--- config.mk ---
export PLATFORM = sky130hd
export DESIGN_NAME = noc_vc_link_arbiter
export DESIGN_NICKNAME = d
export VERILOG_FILES = /design/src/rtl/noc_vc_link_arbiter.sv
export SDC_FILE = /design/constraint.sdc
export NUM_CORES = 1
export LEC_CHECK = 0
export CORE_UTILIZATION = 45
export CTS_BUF_LIST = sky130_fd_sc_hd__clkbuf_8
export CTS_CLUSTER_DIAMETER = 60
export DETAILED_ROUTE_END_ITERATION = 8
export PLACE_DENSITY = 0.84
export SLEW_MARGIN = 30
export SYNTH_ARGS = -nofsm -noshare
export SYNTH_HDL_FRONTEND = slang
export SYNTH_SLANG_ARGS = --single-unit
--- constraint.sdc ---
create_clock -name clk -period 11 [get_ports clk]
set_input_delay 2.2 -clock clk [delete_from_list [all_inputs] [get_ports clk]]
set_output_delay 2.2 -clock clk [all_outputs]
set_load 0.005 [all_outputs]
--- src/rtl/noc_vc_link_arbiter.sv ---
// Purpose: shares one torus link between VC_W virtual channels (round-robin, wormhole lock, downstream credits).
// Latency: o_pop is combinational in the grant cycle; the flit appears on the link register exactly one cycle later.
// Backpressure: only downstream credits; a VC with an empty FIFO or zero credit is simply not granted (bubble if locked).
module noc_vc_link_arbiter #(
    parameter int VC_W    = 3,
    parameter int D_W     = 32,
    parameter int A_W     = 4,
    parameter int CREDITS = 31,
    localparam int CNT_W  = $clog2(CREDITS + 1)
) (
    input  logic                  clk,
    input  logic                  rst,
    input  logic [VC_W-1:0]       i_valid,
    input  logic [VC_W*D_W-1:0]   i_data,
    input  logic [VC_W*A_W-1:0]   i_addr,
    input  logic [VC_W-1:0]       i_last,
    output logic [VC_W-1:0]       o_pop,
    input  logic [VC_W-1:0]       i_credit,
    output logic                  o_valid,
    output logic [D_W-1:0]        o_data,
    output logic [A_W-1:0]        o_addr,
    output logic                  o_last,
    output logic [VC_W-1:0]       o_vc,
    output logic                  o_credit_err
);
    localparam int IDX_W = (VC_W > 1) ? $clog2(VC_W) : 1;

    typedef enum logic {IDLE = 1'b0, LOCKED = 1'b1} state_t;

    state_t             state_q, state_d;
    logic [IDX_W-1:0]   lock_q, lock_d;
    logic [IDX_W-1:0]   ptr_q, ptr_d;
    logic [CNT_W-1:0]   cnt_q [VC_W];
    logic [CNT_W-1:0]   cnt_d [VC_W];
    logic               err_q, err_d;

    logic [VC_W-1:0]    elig;
    logic               rr_found;
    logic [IDX_W-1:0]   rr_idx;
    logic [IDX_W-1:0]   rr_cand;
    logic               pop_vld;
    logic [IDX_W-1:0]   pop_idx;

    logic               o_valid_q;
    logic [D_W-1:0]     o_data_q;
    logic [A_W-1:0]     o_addr_q;
    logic               o_last_q;
    logic [VC_W-1:0]    o_vc_q;

    // A VC may be granted only if its head is valid and the credit count before this cycle's update is non-zero.
    always_comb begin
        elig = '0;
        for (int v = 0; v < VC_W; v++) begin
            elig[v] = i_valid[v] && (cnt_q[v] != '0);
        end
    end

    // Round-robin search starting just after the last granted VC.
    always_comb begin
        rr_found = 1'b0;
        rr_idx   = ptr_q;
        rr_cand  = ptr_q;
        for (int k = 1; k <= VC_W; k++) begin
            rr_cand = IDX_W'((int'(ptr_q) + k) % VC_W);
            if (!rr_found && elig[rr_cand]) begin
                rr_found = 1'b1;
                rr_idx   = rr_cand;
            end
        end
    end

    // Next-state and grant: IDLE arbitrates, LOCKED serves only the owning VC until its last flit.
    always_comb begin
        state_d = state_q;
        lock_d  = lock_q;
        ptr_d   = ptr_q;
        pop_vld = 1'b0;
        pop_idx = lock_q;
        case (state_q)
            IDLE: begin
                if (rr_found) begin
                    pop_vld = 1'b1;
                    pop_idx = rr_idx;
                    ptr_d   = rr_idx;
                    lock_d  = rr_idx;
                    if (!i_last[rr_idx]) begin
                        state_d = LOCKED;
                    end
                end
            end
            LOCKED: begin
                if (elig[lock_q]) begin
                    pop_vld = 1'b1;
                    pop_idx = lock_q;
                    if (i_last[lock_q]) begin
                        state_d = IDLE;
                    end
                end
            end
            default: state_d = IDLE;
        endcase
        if (rst) begin
            pop_vld = 1'b0;
        end
    end

    // One-hot pop decode of the granted VC.
    always_comb begin
        o_pop = '0;
        for (int v = 0; v < VC_W; v++) begin
            o_pop[v] = pop_vld && (pop_idx == IDX_W'(v));
        end
    end

    // Credit counters: pop consumes, return refunds; a refund to a full counter saturates and flags an error.
    always_comb begin
        err_d = err_q;
        for (int v = 0; v < VC_W; v++) begin
            cnt_d[v] = cnt_q[v];
            if (o_pop[v] && !i_credit[v]) begin
                cnt_d[v] = cnt_q[v] - CNT_W'(1);
            end else if (!o_pop[v] && i_credit[v]) begin
                if (cnt_q[v] == CNT_W'(CREDITS)) begin
                    err_d = 1'b1;
                end else begin
                    cnt_d[v] = cnt_q[v] + CNT_W'(1);
                end
            end
        end
    end

    // Arbiter state, pointer and credit registers; reset abandons any packet in flight.
    always_ff @(posedge clk) begin
        if (rst) begin
            state_q <= IDLE;
            lock_q  <= '0;
            ptr_q   <= IDX_W'(VC_W - 1);
            err_q   <= 1'b0;
            for (int v = 0; v < VC_W; v++) begin
                cnt_q[v] <= CNT_W'(CREDITS);
            end
        end else begin
            state_q <= state_d;
            lock_q  <= lock_d;
            ptr_q   <= ptr_d;
            err_q   <= err_d;
            for (int v = 0; v < VC_W; v++) begin
                cnt_q[v] <= cnt_d[v];
            end
        end
    end

    // Link register: loads the granted flit; payload fields hold when nothing is granted.
    always_ff @(posedge clk) begin
        if (rst) begin
            o_valid_q <= 1'b0;
            o_data_q  <= '0;
            o_addr_q  <= '0;
            o_last_q  <= 1'b0;
            o_vc_q    <= '0;
        end else begin
            o_valid_q <= pop_vld;
            if (pop_vld) begin
                o_data_q <= i_data[pop_idx*D_W +: D_W];
                o_addr_q <= i_addr[pop_idx*A_W +: A_W];
                o_last_q <= i_last[pop_idx];
                o_vc_q   <= o_pop;
            end
        end
    end

    assign o_valid      = o_valid_q;
    assign o_data       = o_data_q;
    assign o_addr       = o_addr_q;
    assign o_last       = o_last_q;
    assign o_vc         = o_vc_q;
    assign o_credit_err = err_q;

endmodule

; ---- Yosys cells after proc, flatten, opt, wreduce, memory -nomap -nowiden
; Memory sizes are Yosys's and may differ from the RTL's.
; Cells that the tools add are included.
[word_totals]
ff_bits = 47
word_cells = 121
output_inout_bits = 45
ram_bits = 15
n_memories = 1
[memory_table]
columns = name, depth, width, read_ports, rd_ports_with_merged_regs, wr, line_no
row1 = cnt_q, 3, 5, 3, 0, 3, 33  ; logic [CNT_W-1:0] cnt_q [VC_W];
[op_classes]
addsub = 9
bitwise = 4
n_shift = 2
muxes = 55
n_reduce_logical = 27
eq_ne = 5
n_div = 3
order_cmp = 6
[op_table]
columns = op, count
row1 = remainder unit 32 x 3 -> 32 bit (second input constant), 3
row2 = indexed part select 96 x 8 -> 32 bit, 1
row3 = two-way mux 5 bit, 12
row4 = two-way mux 1 bit, 29
row5 = < comparator 2 x 3 -> 1 bit (second input constant), 6
row6 = adder 5 x 1 -> 5 bit (second input constant), 3
row7 = == test 5 bit (second input constant), 3
row8 = nonzero test 5 bit, 3
row9 = subtractor 5 x 1 -> 5 bit (second input constant), 3
row10 = binary-select mux 1 bit (select 2 bit), 7
row11 = logical AND 1 bit, 14
row12 = indexed part select 12 x 5 -> 4 bit, 1
row13 = logical NOT 1 bit, 8
row14 = two-way mux 2 bit, 4
row15 = adder 2 x 2 -> 3 bit (second input constant), 2
row16 = one-hot mux 1 bit (2 select lines), 2
row17 = one-hot mux 2 bit (2 select lines), 1
row18 = adder 2 x 1 -> 3 bit (second input constant), 1
row19 = OR 1 bit, 3
row20 = == test 2 x 1 -> 1 bit (second input constant), 1
row21 = == test 2 bit (second input constant), 1
row22 = logical NOT 2 bit, 1
row23 = AND reduction 2 bit, 1
row24 = inverter 1 bit, 1

; ---- Longest topological paths before layout
[logic_depth]
ltp_word = 25
depth_mapped = 19
ltp_nobuf = 17

; ---- Worst setup path after synthesis
; Ideal clock, no wire load.
[synth_path]
path_kind = input-to-output
start = input i_valid[2]
end = output o_pop[0]
n_path_buf = 1
t_required_ps = 8800
path_slack_ps = 5257
arrival_time_ps = 3543
cell_stages = 7
path_cell_list = o21a_1 -> nor4b_2 -> o21ai_1 -> a32oi_4 -> nand3_2 -> a21oi_4 -> buf_6
[synth_between]
elab_chain_cells = 14
[synth_rtl]
columns = element, line_no
row1 = "start, declared", 13  ; input logic [VC_W-1:0] i_valid,
row2 = logical AND 1 bit (*), 54  ; elig[v] = i_valid[v] && (cnt_q[v] != '0);
row3 = binary-select mux 1 bit (select 2 bit), 65  ; if (!rr_found && elig[rr_cand]) begin
row4 = two-way mux 1 bit (implied by the code), 65
row5 = two-way mux 1 bit, 65
row6 = logical NOT 1 bit, 65
row7 = logical AND 1 bit, 65
row8 = two-way mux 1 bit, 65
row9 = logical NOT 1 bit, 65
row10 = logical AND 1 bit, 65
row11 = two-way mux 1 bit / two-way mux 2 bit (equally long branches), 65
row12 = two-way mux 1 bit / two-way mux 2 bit (equally long branches), 81  ; if (rr_found) begin
row13 = one-hot mux 1 bit (2 select lines) / one-hot mux 2 bit (2 select lines) (equally long branches), 79  ; case (state_q)
row14 = two-way mux 1 bit / logical NOT 2 bit (equally long branches), "102, 111"
row15 = logical AND 1 bit (*), 111  ; o_pop[v] = pop_vld && (pop_idx == IDX_W'(v));
row16 = "end, declared", 17  ; output logic [VC_W-1:0] o_pop,
; Every way passes the cells marked *; elsewhere a longest branch is shown, timed or not. The select of a mux whose other input is x is not followed.

; ---- Worst setup path in the final report
[layout_path]
start = input i_valid[1]
end = output o_pop[0]
; The elaborated chain is that of the path after synthesis.

==> results.tsv <==
metric	value	unit
GR Util met2	49.70	%
final worst path period need	7.858	ns
placed instance area	5573	um^2
Max Freq	127.3	MHz
Clk pin slew, worst setup/hold paths	0.07	ns
TritonCTS Sinks	62	
grt met1 use	33.55	%
DR vias	4166	
CP required	8.80	ns
Post-CTS Resized	0	
DRC Markers	0	
Final Cycle Share	71.43	%
Final WS setup	3.142	ns
P_int	840.3	uW
# nets final	727	
Worst Max-Slew Pin Slew	0.9816	ns
H-tree depth	3	
Synth Area in Simple Gates	15.31	%
vias in the first global route	4272	
initial antenna violation count	0	
routability cong.	0.9095	
Clock Skew	0.01028	ns
Post-Route WL	12980	um
Die ar.	9040	um^2
Peak VDD IR	0.0001444	V
Worst Setup Path Type	input port to output port	
# setup viols final	0	
FP Rows	33	
Synth Warn #	0	
Post-Syn Nets	579	
WP data arrival	5.66	ns
Via density	5.968	
drt wl/cell	18.59	um
MaxCap Viol Count	0	
Crit. End Element	output port	
CTS root buf	clkbuf_8	
register area	1241	um^2
R2R Setup Slk	5.69	ns
number of flops mapped to enable cells by yosys	0	
area leader, netlist	dfxtp_1	
Synth Area in Compound Gates	37.13	%
ys async rst share	0	%
final hold vios	0	
count leader, synth	dfxtp_1	
Clock Tree Buf Depth	2	
switch share	40.44	%
Antenna Violating Nets Remaining	0	
hold_buf cts	0	
setup TNS	0	ns
Mapped Area	3899	um^2
mean post-synth cell area	8.861	um^2
post-CTS setup buffers	0	
Worst-Skew Late Latency	0.35	ns
Comb power frac	56.5	%
largest fanout on the critical path	23	
outcome	finished clean	
Initial Util	46.98	%
Main synth FF type	dfxtp_1	
Ant. Diodes	0	
CTS tree	yes	
drt first-iter violations	284	
post-DP HPWL	8992	um
type of origin of the critical path	input port	
Slew Viols, Final	0	
share of cells above drive strength 1	10.62	%
xor and xnor fraction of the mapped netlist area	2.022	%
CTS buffer count	9	
die height	95.08	um
core outline area	8299	um^2
P&R area growth vs syn	48.97	%
Clk network pwr share	16.7	%
# fillers	645	
DIE WIDTH	95.08	um
IO Port Bufs	163	
sequential cell area fraction in the yosys report	31.84	%
Post-synth top cells	dfxtp_1, nand2_1, nor2_1, a22oi_1, o21ai_1	
mux cell area share after synthesis	0	%
IO Pins	164	
RSZ-0062 raised after global routing	false	
largest net degree at the start of global routing	56	
Netlist cell types	55	
largest family of logic cells by synthesized area	compound AO/OA/AOI/OAI gates	
post-synthesis cell count	440	
GR Util met3	6.539	%
Hold Slack	0.4598	ns
Tot GR Track Use	28.95	%
Synth Area in Adders	6.996	%
cell area power density	242.9	nW/um^2
Switch Pwr	570.6	uW
DP Worst Slack	3.133	ns
#FFs+latches synth	62	
global route hottest layer	met2	
top-area cell type share of the netlist area	31.84	%
area occupied by multi-input gates	2437	um^2
synth top area cells	dfxtp_1, a221oi_2, ha_1	
post-route design area	5808	um^2
Slew HR	33.96	%
DRT Pass-1 Iters	5	
Overflow after GRT	0	
sequential power share	26.8	%
first-pass GRT wire length	20000	um
Leakage	0.002265	uW
Min-Delay Path Class	flip-flop to flip-flop	
Post-Route Utilization	69.98	%
power groups by stage:
stage / combinational [uW] / sequential [uW] / clock [uW]
floorplan: 520 / 366 / 0
global placement: 758 / 377 / 0
detailed placement: 786 / 378 / 0
CTS: 795 / 376 / 240
global route: 869 / 388 / 251
finish: 797 / 378 / 236
cell type report:
| type | instances | share of cell area [%] |
|---|---|---|
| multi-input cells | 322 | 41.96 |
| flip-flops and latches | 62 | 21.37 |
| clock inverters | 4 | 1.185 |
| clock buffers | 12 | 2.844 |
| well taps | 105 | 2.262 |
| inverters | 25 | 1.637 |
| repair buffers | 168 | 28.74 |
state kept, by name, summed over array words and instances, names as in the netlist:
name / flops
state_q: 1
lock_q: 2
o_last: 1
o_data: 32
o_vc: 3
o_addr: 4
o_valid: 1
cnt_q: 15
ptr_q: 2
o_credit_err: 1
cells by family (layout without fill, tap and decap cells):
logic type	count (synthesis)	count (layout)
AO/OA/AOI/OAI	172	172
AND/OR/NAND/NOR	121	121
flip-flops	62	62
buffers and inverters	56	209
adder cells (fa/ha/maj)	20	20
XOR/XNOR	9	9
through the flow:
stage          total power, uW  instances
6_report                  1411        698
5_1_grt                   1508        698
4_1_cts                   1411        698
3_5_place_dp              1164        682
3_3_place_gp              1135        682
2_1_floorplan            885.5        440
layout by cell type (no fill, tap or decap), types with 3 or more instances in the layout:
cell             netlist  final
clkdlybuf4s50_1        0    163
dfxtp_1               62     62
nand2_1               47     47
nor2_1                34     34
a22oi_1               25     25
o21ai_1               23     23
inv_1                 21     22
a221oi_2              18     18
ha_1                  17     17
a22o_1                14     14
a221o_1               14     14
o211ai_1              13     13
and2_1                13     13
a21oi_1               12     12
o21ai_0               12     12
clkbuf_8               0     12
a21o_1                 8      8
xor2_1                 6      6
a221oi_1               5      5
buf_4                  0      5
or2_2                  4      4
a31oi_1                4      4
nand4_1                4      4
or3_1                  3      3
a211oi_1               3      3
nor3b_1                3      3
inv_2                  4      3
xnor2_1                3      3
fa_1                   3      3
per-layer routing:
metal | wire length, um | vias up
met1 | 5090 | 1986
li1 | - | 1947
met3 | 864 | 31
met5 | 0 | -
met4 | 376 | 0
met2 | 6646 | 202
worst paths after layout:
| kind | endpoint | startpoint | depth (start not counted) |
|---|---|---|---|
| worst max register to register | cnt_q[0][4]$_SDFFE_PP1P_ | ptr_q[0]$_SDFFE_PP0P_ | 16 |
| worst min register to register | o_vc[0]$_SDFFE_PP0P_ | o_vc[0]$_SDFFE_PP0P_ | 1 |
| worst min-delay path | o_vc[0]$_SDFFE_PP0P_ | o_vc[0]$_SDFFE_PP0P_ | 1 |
| worst max-delay path | o_pop[0] | i_valid[1] | 6 |
critical path: stages:
cell and delay, ns:
clkdlybuf4s50_1 0.53, o211ai_1 0.14, a31oi_1 0.78, nand3_2 0.69, a21oi_4 0.70, clkdlybuf4s50_1 0.61
Power figures use the tool's default switching activity.
